`config.mk`:
```
export PLATFORM = sky130hd
export DESIGN_NAME = multicycle_control_unit
export DESIGN_NICKNAME = d
export VERILOG_FILES = /design/src/rtl/mips_ctrl_pkg.sv /design/src/rtl/alu_decoder.sv /design/src/rtl/multicycle_control_unit.sv
export SDC_FILE = /design/constraint.sdc
export NUM_CORES = 1
export LEC_CHECK = 0
export BUFFER_PORTS_ARGS = -buffer_cell sky130_fd_sc_hd__buf_4
export CELL_PAD_IN_SITES_DETAIL_PLACEMENT = 2
export CELL_PAD_IN_SITES_GLOBAL_PLACEMENT = 2
export CORE_MARGIN = 8
export CORE_UTILIZATION = 25
export CTS_BUF_LIST = sky130_fd_sc_hd__clkbuf_2 sky130_fd_sc_hd__clkbuf_4 sky130_fd_sc_hd__clkbuf_8
export CTS_CLUSTER_SIZE = 20
export DETAILED_ROUTE_END_ITERATION = 16
export PLACE_DENSITY = 0.93
export SYNTH_ARGS = -nofsm -noshare
export SYNTH_HDL_FRONTEND = slang
export SYNTH_SLANG_ARGS = --single-unit
```
`constraint.sdc`:
```
create_clock -name CLK -period 3.6 [get_ports CLK]
set_input_delay 0.36 -clock CLK [delete_from_list [all_inputs] [get_ports CLK]]
set_output_delay 0.36 -clock CLK [all_outputs]
set_load 0.005 [all_outputs]
```
`src/rtl/mips_ctrl_pkg.sv`:
```
// Shared definitions for the multicycle MIPS control unit.
// Holds the FSM state enum, opcode and funct constants, ALUControl codes
// and the ALUOp encoding passed from the FSM to the ALU decoder.
package mips_ctrl_pkg;

    typedef enum logic [3:0] {
        StFetch    = 4'd0,
        StDecode   = 4'd1,
        StMemAdr   = 4'd2,
        StMemRead  = 4'd3,
        StMemWb    = 4'd4,
        StMemWrite = 4'd5,
        StExecute  = 4'd6,
        StAluWb    = 4'd7,
        StBranch   = 4'd8,
        StAddiEx   = 4'd9,
        StAddiWb   = 4'd10,
        StJump     = 4'd11
    } state_e;

    // Opcodes (instr[31:26])
    localparam logic [5:0] OP_RTYPE = 6'b000000;
    localparam logic [5:0] OP_LW    = 6'b100011;
    localparam logic [5:0] OP_SW    = 6'b101011;
    localparam logic [5:0] OP_BEQ   = 6'b000100;
    localparam logic [5:0] OP_ADDI  = 6'b001000;
    localparam logic [5:0] OP_J     = 6'b000010;

    // R-type funct codes (instr[5:0])
    localparam logic [5:0] FUNCT_ADD = 6'b100000;
    localparam logic [5:0] FUNCT_SUB = 6'b100010;
    localparam logic [5:0] FUNCT_AND = 6'b100100;
    localparam logic [5:0] FUNCT_OR  = 6'b100101;
    localparam logic [5:0] FUNCT_SLT = 6'b101010;

    // ALUControl codes
    localparam logic [2:0] ALU_ADD = 3'b010;
    localparam logic [2:0] ALU_SUB = 3'b110;
    localparam logic [2:0] ALU_AND = 3'b000;
    localparam logic [2:0] ALU_OR  = 3'b001;
    localparam logic [2:0] ALU_SLT = 3'b111;

    typedef enum logic [1:0] {
        AluOpAdd   = 2'b00,
        AluOpSub   = 2'b01,
        AluOpFunct = 2'b10
    } alu_op_e;

endpackage

```
`src/rtl/alu_decoder.sv`:
```
// ALU decoder: maps ALUOp and the R-type funct field to ALUControl.
// Ports:
//   alu_op        - operation class requested by the FSM (add/sub/funct)
//   funct         - instr[5:0]
//   alu_control   - ALU operation select
//   funct_illegal - high when alu_op selects funct and funct is unsupported
module alu_decoder
    import mips_ctrl_pkg::*;
#(
    parameter int unsigned FUNCT_WIDTH      = 6,
    parameter int unsigned ALUControl_WIDTH = 3
) (
    input  alu_op_e                     alu_op,
    input  logic [FUNCT_WIDTH-1:0]      funct,
    output logic [ALUControl_WIDTH-1:0] alu_control,
    output logic                        funct_illegal
);

    always_comb begin
        alu_control   = ALU_ADD;
        funct_illegal = 1'b0;
        unique case (alu_op)
            AluOpAdd: alu_control = ALU_ADD;
            AluOpSub: alu_control = ALU_SUB;
            AluOpFunct: begin
                case (funct)
                    FUNCT_ADD: alu_control = ALU_ADD;
                    FUNCT_SUB: alu_control = ALU_SUB;
                    FUNCT_AND: alu_control = ALU_AND;
                    FUNCT_OR:  alu_control = ALU_OR;
                    FUNCT_SLT: alu_control = ALU_SLT;
                    default:   funct_illegal = 1'b1;
                endcase
            end
            default: alu_control = ALU_ADD;
        endcase
    end

endmodule

```
`src/rtl/multicycle_control_unit.sv`:
```
// Moore control FSM for a multicycle 32-bit MIPS datapath with a shared
// ALU and unified memory. Memory steps wait on Mem_Ready.
// Ports:
//   CLK, RST          - clock and synchronous active-high reset
//   Opcode, Funct     - fields of the instruction register
//   Zero_flag         - ALU zero flag (branch decision)
//   Mem_Ready         - memory completes the current access this cycle
//   Mem_Req, IorD, MemWrite, IRWrite, PCEn, PCSrc, ALUSrcA, ALUSrcB,
//   ALUControl, RegDst, MemtoReg, RegWrite - datapath controls
//   Illegal_Instr     - one-cycle pulse on unsupported opcode/funct
module multicycle_control_unit
    import mips_ctrl_pkg::*;
#(
    parameter int unsigned OPCODE_WIDTH     = 6,
    parameter int unsigned FUNCT_WIDTH      = 6,
    parameter int unsigned ALUControl_WIDTH = 3
) (
    input  logic                        CLK,
    input  logic                        RST,
    input  logic [OPCODE_WIDTH-1:0]     Opcode,
    input  logic [FUNCT_WIDTH-1:0]      Funct,
    input  logic                        Zero_flag,
    input  logic                        Mem_Ready,
    output logic                        Mem_Req,
    output logic                        IorD,
    output logic                        MemWrite,
    output logic                        IRWrite,
    output logic                        PCEn,
    output logic [1:0]                  PCSrc,
    output logic                        ALUSrcA,
    output logic [1:0]                  ALUSrcB,
    output logic [ALUControl_WIDTH-1:0] ALUControl,
    output logic                        RegDst,
    output logic                        MemtoReg,
    output logic                        RegWrite,
    output logic                        Illegal_Instr
);

    state_e                        state_q, state_d;
    alu_op_e                       alu_op;
    logic [ALUControl_WIDTH-1:0]   dec_alu_control;
    logic                          funct_illegal;
    logic                          pc_write;
    logic                          branch;

    always_ff @(posedge CLK) begin
        if (RST) begin
            state_q <= StFetch;
        end else begin
            state_q <= state_d;
        end
    end

    // ALUOp depends on state only, kept apart from the FSM block so the
    // decoder's funct_illegal feedback does not form a false loop.
    always_comb begin
        alu_op = AluOpAdd;
        unique case (state_q)
            StExecute: alu_op = AluOpFunct;
            StBranch:  alu_op = AluOpSub;
            default:   alu_op = AluOpAdd;
        endcase
    end

    alu_decoder #(
        .FUNCT_WIDTH      (FUNCT_WIDTH),
        .ALUControl_WIDTH (ALUControl_WIDTH)
    ) u_alu_decoder (
        .alu_op        (alu_op),
        .funct         (Funct),
        .alu_control   (dec_alu_control),
        .funct_illegal (funct_illegal)
    );

    always_comb begin
        state_d       = state_q;
        Mem_Req       = 1'b0;
        IorD          = 1'b0;
        MemWrite      = 1'b0;
        IRWrite       = 1'b0;
        PCSrc         = 2'b00;
        ALUSrcA       = 1'b0;
        ALUSrcB       = 2'b00;
        ALUControl    = dec_alu_control;
        RegDst        = 1'b0;
        MemtoReg      = 1'b0;
        RegWrite      = 1'b0;
        Illegal_Instr = 1'b0;
        pc_write      = 1'b0;
        branch        = 1'b0;

        unique case (state_q)
            StFetch: begin
                Mem_Req  = 1'b1;
                ALUSrcB  = 2'b01;
                IRWrite  = Mem_Ready;
                pc_write = Mem_Ready;
                if (Mem_Ready) state_d = StDecode;
            end
            StDecode: begin
                // Branch target computed speculatively into ALUOut.
                ALUSrcB = 2'b11;
                case (Opcode)
                    OP_LW, OP_SW: state_d = StMemAdr;
                    OP_RTYPE:     state_d = StExecute;
                    OP_BEQ:       state_d = StBranch;
                    OP_ADDI:      state_d = StAddiEx;
                    OP_J:         state_d = StJump;
                    default: begin
                        Illegal_Instr = 1'b1;
                        state_d       = StFetch;
                    end
                endcase
            end
            StMemAdr: begin
                ALUSrcA = 1'b1;
                ALUSrcB = 2'b10;
                state_d = (Opcode == OP_SW) ? StMemWrite : StMemRead;
            end
            StMemRead: begin
                Mem_Req = 1'b1;
                IorD    = 1'b1;
                if (Mem_Ready) state_d = StMemWb;
            end
            StMemWb: begin
                MemtoReg = 1'b1;
                RegWrite = 1'b1;
                state_d  = StFetch;
            end
            StMemWrite: begin
                // Strobe held through the whole stall.
                Mem_Req  = 1'b1;
                IorD     = 1'b1;
                MemWrite = 1'b1;
                if (Mem_Ready) state_d = StFetch;
            end
            StExecute: begin
                ALUSrcA = 1'b1;
                if (funct_illegal) begin
                    Illegal_Instr = 1'b1;
                    state_d       = StFetch;
                end else begin
                    state_d = StAluWb;
                end
            end
            StAluWb: begin
                RegDst   = 1'b1;
                RegWrite = 1'b1;
                state_d  = StFetch;
            end
            StBranch: begin
                ALUSrcA = 1'b1;
                PCSrc   = 2'b01;
                branch  = 1'b1;
                state_d = StFetch;
            end
            StAddiEx: begin
                ALUSrcA = 1'b1;
                ALUSrcB = 2'b10;
                state_d = StAddiWb;
            end
            StAddiWb: begin
                RegWrite = 1'b1;
                state_d  = StFetch;
            end
            StJump: begin
                PCSrc    = 2'b10;
                pc_write = 1'b1;
                state_d  = StFetch;
            end
            default: state_d = StFetch;
        endcase

        PCEn = pc_write | (branch & Zero_flag);

        // Reset overrides everything, abandoning any stalled access.
        if (RST) begin
            state_d       = StFetch;
            Mem_Req       = 1'b0;
            IorD          = 1'b0;
            MemWrite      = 1'b0;
            IRWrite       = 1'b0;
            PCEn          = 1'b0;
            PCSrc         = 2'b00;
            ALUSrcA       = 1'b0;
            ALUSrcB       = 2'b00;
            ALUControl    = '0;
            RegDst        = 1'b0;
            MemtoReg      = 1'b0;
            RegWrite      = 1'b0;
            Illegal_Instr = 1'b0;
        end
    end

endmodule

```
# After elaboration in Yosys (flattened, before gate mapping)

Cells that the tools add are included.

Eq/ne operators: 26
Muxes and demuxes: 40
Bitwise logic cells: 2
Reductions and logical operators: 11

Operator list:

| operator                                       | count |
|---|---|
| == test 6 bit (second input constant)          | 7 |
| case mux 4 bit (7 select lines)                | 1 |
| 2-to-1 mux 1 bit                               | 23 |
| case mux 4 bit (5 select lines)                | 1 |
| == test 4 x 3 -> 1 bit (second input constant) | 4 |
| == test 4 bit (second input constant)          | 4 |
| 2-to-1 mux 4 bit                               | 3 |
| case mux 3 bit (4 select lines)                | 1 |
| 2-to-1 mux 3 bit                               | 3 |
| == test 4 x 2 -> 1 bit (second input constant) | 2 |
| case mux 2 bit (2 select lines)                | 2 |
| == test 6 x 2 -> 1 bit (second input constant) | 1 |
| == test 6 x 3 -> 1 bit (second input constant) | 1 |
| == test 6 x 4 -> 1 bit (second input constant) | 1 |
| zero test 6 bit                                | 1 |
| != test 2 bit (second input constant)          | 3 |
| case mux 2 bit (3 select lines)                | 1 |
| case mux 3 bit (2 select lines)                | 1 |
| OR reduction 2 bit                             | 3 |
| OR reduction 3 bit                             | 2 |
| OR reduction 6 bit                             | 1 |
| OR reduction 5 bit                             | 1 |
| == test 4 x 1 -> 1 bit (second input constant) | 1 |
| zero test 4 bit                                | 1 |
| other kinds (8)                                | 10 |

Bits in registers: 4
Input bits: 16

# Depth between registers and ports, before layout

Gate-level depths: netlist of run 1.

Word-level depth: 7
Depth in mapped cells: 10
Gate-level depth less buffers: 9

# By module

From an unflattened synthesis of run 1, not the netlist that was laid out.

Cell total of the unflattened synthesis: 111
Area total of the unflattened synthesis: 743.2 µm²

By module, submodules not included:

| module                  | instances | cells an instance | area an instance (µm²) |
|---|---|---|---|
| multicycle_control_unit | 1         | 91                | 594.3 |
| alu_decoder             | 1         | 20                | 148.9 |

# Least setup slack after synthesis of run 1

No wires, ideal clock.

Kind: reg-to-reg
Start point: register state_q[0]
End point: register state_q[0]
Library setup time: 0.117 ns
Arrival time: 1.837 ns
Required time: 3.483 ns
Slack: 1.646 ns
Cell stages (with the launch flop): 11
Clock period less this slack: 1.954 ns
Path through: dfxtp_1 buf_4 nor2_1 nand3_1 inv_1 ha_1 clkinv_1 a31oi_2 nor2_2 a311o_1 a32o_1

Word-level cells in the longest chain between the ends: 6

Ends and longest elaborated chain:

| element                                                 | line                                                         | RTL |
|---|---|---|
| start, declared                                         | multicycle_control_unit.sv:39                                | `state_e state_q, state_d;` |
| start signal, assigned                                  | multicycle_control_unit.sv:48                                | `state_q <= StFetch;` |
| start signal, assigned                                  | multicycle_control_unit.sv:50                                | `state_q <= state_d;` |
| == test 4 bit or == test 4 x 3 -> 1 bit (tied branches) | multicycle_control_unit.sv:58, multicycle_control_unit.sv:92 |  |
| case mux 2 bit (2 select lines)                         | multicycle_control_unit.sv:58                                | `unique case (state_q)` |
| == test 2 bit                                           | alu_decoder.sv:22                                            | `unique case (alu_op)` |
| 2-to-1 mux 1 bit                                        | alu_decoder.sv:22                                            |  |
| 2-to-1 mux 3 bit                                        | multicycle_control_unit.sv:139                               | `if (funct_illegal) begin` |
| case mux 4 bit (7 select lines)                         | multicycle_control_unit.sv:92                                | `unique case (state_q)` |

Parallel ways exist; a longest one is shown, timed or not.
A chain may end at the register's enable or synchronous reset.

# Worst setup path in the final report of run 1

Start point: register state_q[2]
End point: output Illegal_Instr

Word-level cells in the longest chain between the ends: 7

Ends and longest elaborated chain:

| element                                                 | line                                                         | RTL |
|---|---|---|
| == test 4 bit or == test 4 x 3 -> 1 bit (tied branches) | multicycle_control_unit.sv:58, multicycle_control_unit.sv:92 |  |
| case mux 2 bit (2 select lines)                         | multicycle_control_unit.sv:58                                |  |
| == test 2 bit                                           | alu_decoder.sv:22                                            |  |
| 2-to-1 mux 1 bit                                        | alu_decoder.sv:22                                            |  |
| 2-to-1 mux 1 bit                                        | multicycle_control_unit.sv:139                               |  |
| case mux 1 bit (2 select lines) (*)                     | multicycle_control_unit.sv:92                                |  |
| 2-to-1 mux 1 bit (*)                                    | multicycle_control_unit.sv:177                               | `if (RST) begin` |
| end, declared                                           | multicycle_control_unit.sv:36                                | `output logic Illegal_Instr` |

Every way passes the cells marked *; elsewhere a longest branch is shown, timed or not.

==> results of run 1 <==
[cell families (layout without fill, tap and decap cells)]
logic type	count (synthesis)	count (layout)	synth area share, %
xor gates and xnor gates	3	3	3.791
muxes	1	1	1.444
and+or+nand+nor	55	55	40.44
adders and majority gates	2	2	3.610
DFF	4	4	11.55
buffers and inverters	17	43	10.65
AOI/OAI and AO/OA	27	27	28.52
[worst min-delay path by stage]
| stage | start | endpoint | slack [ns] | depth (start not counted) |
|---|---|---|---|---|
| floorplan | Mem_Ready | state_q[2] | 0.59 | 3 |
| global placement | RST | state_q[2] | 0.67 | 2 |
| detailed placement | RST | state_q[2] | 0.68 | 2 |
| CTS | RST | state_q[2] | 0.42 | 2 |
| global route | RST | state_q[2] | 0.45 | 2 |
| finish | RST | state_q[2] | 0.43 | 2 |
[per-stage QoR]
| step | hold slack (ns) | total power [uW] | utilization [%] | std cells | setup slack (ns) |
|---|---|---|---|---|---|
| 6_report | 0.4344 | 177.0 | 35.40 | 166 | 0.9744 |
| 5_1_grt | 0.4479 | 192.8 | 35.40 | 166 | 0.7734 |
| 4_1_cts | 0.4209 | 180.7 | 35.40 | 166 | 0.9358 |
| 3_5_place_dp | 0.6764 | 122.3 | 34.56 | 163 | 1.140 |
| 3_3_place_gp | 0.6665 | 118.6 | 34.56 | 163 | 1.306 |
| 2_1_floorplan | 0.5910 | 86.86 | - | 109 | 1.646 |
[area by class of cell]
cell class	count	area, um2
multi-input combinational	88	539.3
clock buffer	3	22.52
sequential	4	80.08
fill	321	1735
inverter	8	30.03
tap	31	38.79
timing repair buffer	32	240.2
[metal layers]
metal | wire length, um | up-vias
met4 | 0 | 0
met1 | 1303 | 440
met2 | 1536 | 15
li1 | - | 451
met3 | 106 | 0
met5 | 0 | -
[worst max-delay path, stage by stage (launching register included)]
cell,delay [ns]
dfxtp_1,0.74
nand3_1,0.27
inv_1,0.15
ha_1,0.22
clkinv_1,0.12
a31oi_2,0.20
a32oi_1,0.09
nor2_1,0.13
buf_4,0.12
[power by group]
part	switching, uW	internal [uW]
sequential	5.27	46.1
clock	18.6	37.3
combinational	36.8	32.9
total	60.7	116
[cells in the final DEF, fill, tap and decap left out]
cell type  Yosys  final
o21ai_0        4      4
a211o_1        1      1
nor3b_2        1      1
inv_2          1      1
a311o_1        1      1
nor2_2         1      1
o31a_1         1      1
nor3_1        10     10
dfxtp_1        4      4
nand2_1       14     14
nor2b_1        1      1
a21o_1         1      1
a31oi_2        1      1
clkbuf_4       0      3
a2111oi_0      1      1
and3_1         1      1
a22o_1         1      1
xnor2_1        1      1
clkinv_1       1      1
o2111ai_1      1      1
nor3b_1        1      1
ha_1           2      2
a311oi_1       1      1
o211ai_1       1      1
buf_4          1     32
xor2_1         2      2
nor2_1         9      9
nor4_1         6      6
o32a_1         1      1
nand2b_1       3      3
a31oi_1        2      2
a32o_1         1      1
a211oi_1       1      1
and2_1         1      1
nand3_1        6      6
nor4_2         1      1
mux2i_1        1      1
inv_1          6      6
a32oi_1        2      2
a21oi_1        6      6
==> impl_results.md, run 1 <==
* FF+latch count, synth at 4
* Chip Height at 68.66 um
* First-pass GRT wire length at 4857 um
* Worst setup endpoint: Illegal_Instr
* Ratio of cells with drive above 1 in the final layout at between 20% and 30%
* Largest net degree at the start of global routing at 21
* GPL Wtd Cong at 0.7597
* Post-synth EDFFs at 0
* Minimum clock period at 2.626 ns
* Syn_nets at 127
* GRT Residual Overflow at 0
* CTS buffer count at 3
* Commonest cells post-synth: nand2_1 (14), nor3_1 (10), nor2_1 (9)
* All-Layer GR Usage at approximately an eighth
* Initial Utilization at between 20 and 30%
* Final ANT Viol Nets at 0
* Clock Path Buffers at 2
* RSZ-0062 raised after global routing: no
* Clk sinks at 4
* Clock Latency Late Sink at approximately 0.23 ns
* Kind of critical path: flop to output port
* Met2 global-route usage at 23.46%
* Critical path data required time at around 3.2 ns
* Vias per std cell at roughly 5.5
* Iter 0 DRT Violations at 18
* Final nets at 155
* Root buf cell: clkbuf_4
* Status: finished clean
* Share of the synthesized area in the top cell type at 11.55%
* Worst Reg2Reg Path Length in Cells at 8
* Met3 usage at 1.454%
* Via count at 906
* H-tree depth at 1
* WL/cell at about 18 um
* Clock-pin slew on the worst setup and hold paths at 0.04 ns
* Reg-to-reg critical path startpoint: state_q[2]
* Mean Syn Cell Area at 6.359 um2
* Post-Synthesis Cells at 109
* Most flop-heavy register: state_q
* Crit. Startpoint: state_q[2]
* Max_cap viols at 0
* Fin crit share at between 70% and 80%
* HPWL after DPL at between 2000 and 2500 um
* Max Slew Vio Count at 0
* CORE AREA at 2686 um2
* Setup crit start kind: flop
* Post-DP Area at 928.4 um2
* Largest area contributor in the netlist: dfxtp_1
* Pre-antenna DRT Iters at 4
* Ant diodes at 0
* Worst-margin pin slew at roughly 0.67 ns
* Met1 usage at 15.86%
* Max_slew headroom at between 50% and 60%
* Die area at 4714 um2
* Setup bufs post-CTS at 0
* CTS tree: yes
* Seq/Total Area, Yosys at 11.55%
* Mapped Area at 693.2 um2
* Worst R2R Setup Slack at roughly 1.1 ns
* Post-CTS Resized at 0
* DIE WIDTH at 68.66 um
* CP arrival at ~2.3 ns
* Ys Warns at 0
* Worst hold-check path type: primary input to flop
* Async SR Flop Fraction at 0%
* Crit path max fanout at 20
* Power Density at 186.1 nW/um2
* Lkg Pwr at around 0.00040 uW
* Gr busiest metal: met2
* Initial antenna violation count at 0
* Setup TNS at 0 ns
* Setup Skew at between 0.0008 and 0.0009 ns
* Post-CTS Hold Fix Bufs at 0
* Post-synth top flop: dfxtp_1
* FMAX at 380.9 MHz
* Final Setup Violations at 0
* DRC viols at 0
* Row cnt at 19
* Ports at 33
* Largest register FFs at 4
* PortBufs at 32
* Most area-consuming cells after synthesis: dfxtp_1 (12%), nand2_1 (7.6%), nor3_1 (7.2%)
* Peak supply drop at 143.8 uV
* Synth unique cells at 42
* Routed WL at 2946 um
* Final Instance Area at 950.9 um2
* CP Capture Type: output port
* Top-count cell post-synth: nand2_1
* Reg2Reg Capture Point: state_q[0]
* Endpoints failing hold at 0
* Area growth syn-to-layout at 37.18%
* Top Registers: state_q x4
* Vias in the first global route at about 1000
No activity file was read; power rests on OpenSTA's default activity.
==> run 2: changes to the inputs <==
--- a/config.mk
+++ b/config.mk
@@ -9,11 +9,11 @@
 export CELL_PAD_IN_SITES_DETAIL_PLACEMENT = 2
 export CELL_PAD_IN_SITES_GLOBAL_PLACEMENT = 2
 export CORE_MARGIN = 8
-export CORE_UTILIZATION = 25
+export CORE_UTILIZATION = 21
 export CTS_BUF_LIST = sky130_fd_sc_hd__clkbuf_2 sky130_fd_sc_hd__clkbuf_4 sky130_fd_sc_hd__clkbuf_8
 export CTS_CLUSTER_SIZE = 20
 export DETAILED_ROUTE_END_ITERATION = 16
-export PLACE_DENSITY = 0.93
+export PLACE_DENSITY = 0.84
 export SYNTH_ARGS = -nofsm -noshare
 export SYNTH_HDL_FRONTEND = slang
 export SYNTH_SLANG_ARGS = --single-unit
==> constraint.sdc (replaced) <==
create_clock -name CLK -period 2.4 [get_ports CLK]
set_input_delay 0.24 -clock CLK [delete_from_list [all_inputs] [get_ports CLK]]
set_output_delay 0.24 -clock CLK [all_outputs]
set_load 0.005 [all_outputs]
==> run 2 against run 1 <==
Effect of this change:
- first-iteration DRC count shrank 22%
- wire length grew 8.2%
- worst setup slack lost 0.82 ns
- non-clock buffer count grew 3
- via count up 5.4%
- final cell count is 11% higher
- sequential cell count stayed put
- core utilization is 4.8 points lower
- total power grew 56%
- highest routed layer is now met4
==> impl_results.md, run 2 (synthesized netlist as in run 1, its figures left out) <==
* Largest net degree at the start of global routing at 17 (-19%)
* CTS tree: yes
* Clock Latency Late Sink at 0.25 ns (+0.02 ns)
* Setup crit start kind: flop
* Area growth syn-to-layout at 43.68%
* Vias in the first global route at 1085 (+7.6%)
* Clock power frac at 33.9% (+2.3 points)
* Critical Path, Cell by Cell: nor2_2, nand3_1, inv_1, ha_1, clkinv_1, a31oi_2, a32oi_1, nor2_1, buf_4
* Final Non-Filler Cells at 184 (+11%)
* Peak supply drop at 81.98 uV (-43%)
* Top Registers: state_q x4
* Crit path max fanout at 10 (-50%)
* CP max stage delay at 0.40 ns (-0.34 ns)
* Endpoints failing hold at 0 (unchanged)
* GPL Wtd Cong at 0.7760 (+2.1%)
* Max_slew headroom at 73.83% (+19 points)
* WL/cell at 17.33 um (-2.3%)
* Chip Height at 73.45 um (+7.0%)
* Most frequent cells in the layout: buf_4 (35), nand2_1 (14), nor3_1 (10)
* Post-CTS Resized at 0 (unchanged)
* Routed WL at 3189 um (+8.2%)
* CORE AREA at 3258 um2 (+21%)
* First-pass GRT wire length at 5333 um (+9.8%)
* Pwr Total at 276.7 uW (+56%)
* Ant diodes at 0 (unchanged)
* Lkg Pwr at 0.0004198 uW (+4.3%)
* RSZ-0062 raised after global routing: no
* Via count at 955 (+5.4%)
* Kind of critical path: flop to output port
* Internal power at 175.9 uW (+51%)
* HPWL after DPL at 2682 um (+9.6%)
* Critical path data required time at 2.16 ns (-1.08 ns)
* Worst hold-check path type: primary input to flop
* Initial Utilization at 21.27% (-4.5 points)
* Fin crit share at 93.75%
* Final core occ at 30.57% (-4.8 points)
* Minimum clock period at about 2.3 ns
* Setup bufs post-CTS at 0 (unchanged)
* Iter 0 DRT Violations at 14 (-4)
* Final Setup Violations at 0 (unchanged)
* H-tree depth at 1 (unchanged)
* Worst-margin pin slew at 0.3896 ns (-0.2822 ns)
* DIE WIDTH at 73.45 um (+7.0%)
* # placed instances at 181 (+11%)
* Initial antenna violation count at 0 (unchanged)
* Final nets at 158 (+1.9%)
* Root buf cell: clkbuf_4
* Vias per std cell at 5.190 (-4.9%)
* Power Density at 277.8 nW/um2 (+49%)
* Clk sinks at 4 (unchanged)
* Max Slew Vio Count at 0 (unchanged)
* Clock-pin slew on the worst setup and hold paths at 0.04 ns (about the same)
* Critical path buffers and inverters at 3 (unchanged)
* CP max-delay cell: dfxtp_1
* GRT Residual Overflow at 0 (unchanged)
* Die area at 5395 um2 (+14%)
* CP Capture Type: output port
* Ports at 33 (unchanged)
* All-Layer GR Usage at 12.56% (-0.42 points)
* Status: finished clean
* CP arrival at 2.01 ns (-0.26 ns)
* Switching pwr at 100.8 uW (+66%)
* Most flop-heavy register: state_q
* FMAX at 444.4 MHz
* Most common cell after layout, fill and taps aside: buf_4
* Final ANT Viol Nets at 0 (unchanged)
* DRC viols at 0 (unchanged)
* Post-CTS Hold Fix Bufs at 0 (unchanged)
* Row cnt at 21 (+2)
* CTS buffer count at 3 (unchanged)
* Ratio of cells with drive above 1 in the final layout at 32.61% (+3.0 points)
* Setup TNS at 0 ns (unchanged)
* Seq pwr share at 27.0% (-2.0 points)
* Largest register FFs at 4 (unchanged)
* Share of power burned in combinational logic at 39.1% (-0.3 points)
* Top Family by Delay on Critical Path: simple AND/OR/NAND/NOR gates
* Setup Skew at 0.002761 ns (+0.001918 ns)
* Sw Share at 36.42% (+2.1 points)
* PortBufs at 32 (unchanged)
* Pre-antenna DRT Iters at 2 (-2)
* Max_cap viols at 0 (unchanged)
* Clock Path Buffers at 2 (unchanged)
[run 2: power groups by stage]
stage	logic, uW	registers [uW]	clock network [uW]
floorplan	59.7	70.6	0
global placement	104	75.0	0
detailed placement	109	75.3	0
CTS	110	74.1	95.4
global route	120	74.9	97.8
finish	108	74.6	93.8
[run 2: path summary, 6_finish.rpt]
path / end / from / cells after the start / slack, ns
max: Illegal_Instr / state_q[0] / 9 / 0.15
max reg2reg: state_q[0] / state_q[0] / 9 / 0.21
min: state_q[2] / RST / 2 / 0.28
min reg2reg: state_q[2] / state_q[2] / 2 / 0.57
[run 2: per-layer routing]
layer / GRT usage (%) / vias up / wire length [um]
li1: - / 463 / -
met1: 12.37 / 451 / 1237
met2: 22.74 / 34 / 1635
met3: 4.502 / 7 / 244
met4: 5.765 / 0 / 72
met5: 0 / - / 0
[run 2: area by class of cell]
type,instances,area (um2)
Clock buffer,3,22.52
Fill cell,428,2262
Inverter,8,30.03
Multi-Input combinational cell,88,541.8
Sequential cell,4,81.33
Tap cell,46,57.56
Timing Repair Buffer,35,262.8
[run 2: metrics by stage]
| stage | setup WS (ns) | instance area [um2] | hold WS, ns |
|---|---|---|---|
| finish | 0.1499 | 996.0 | 0.2806 |
| CTS | 0.02744 | 992.2 | 0.2848 |
| floorplan | 0.4456 | 693.2 | 0.4710 |
| detailed placement | 0.1153 | 969.7 | 0.5453 |
| global route | 0.01000 | 996.0 | 0.3002 |
| global placement | 0.3296 | 969.7 | 0.5391 |
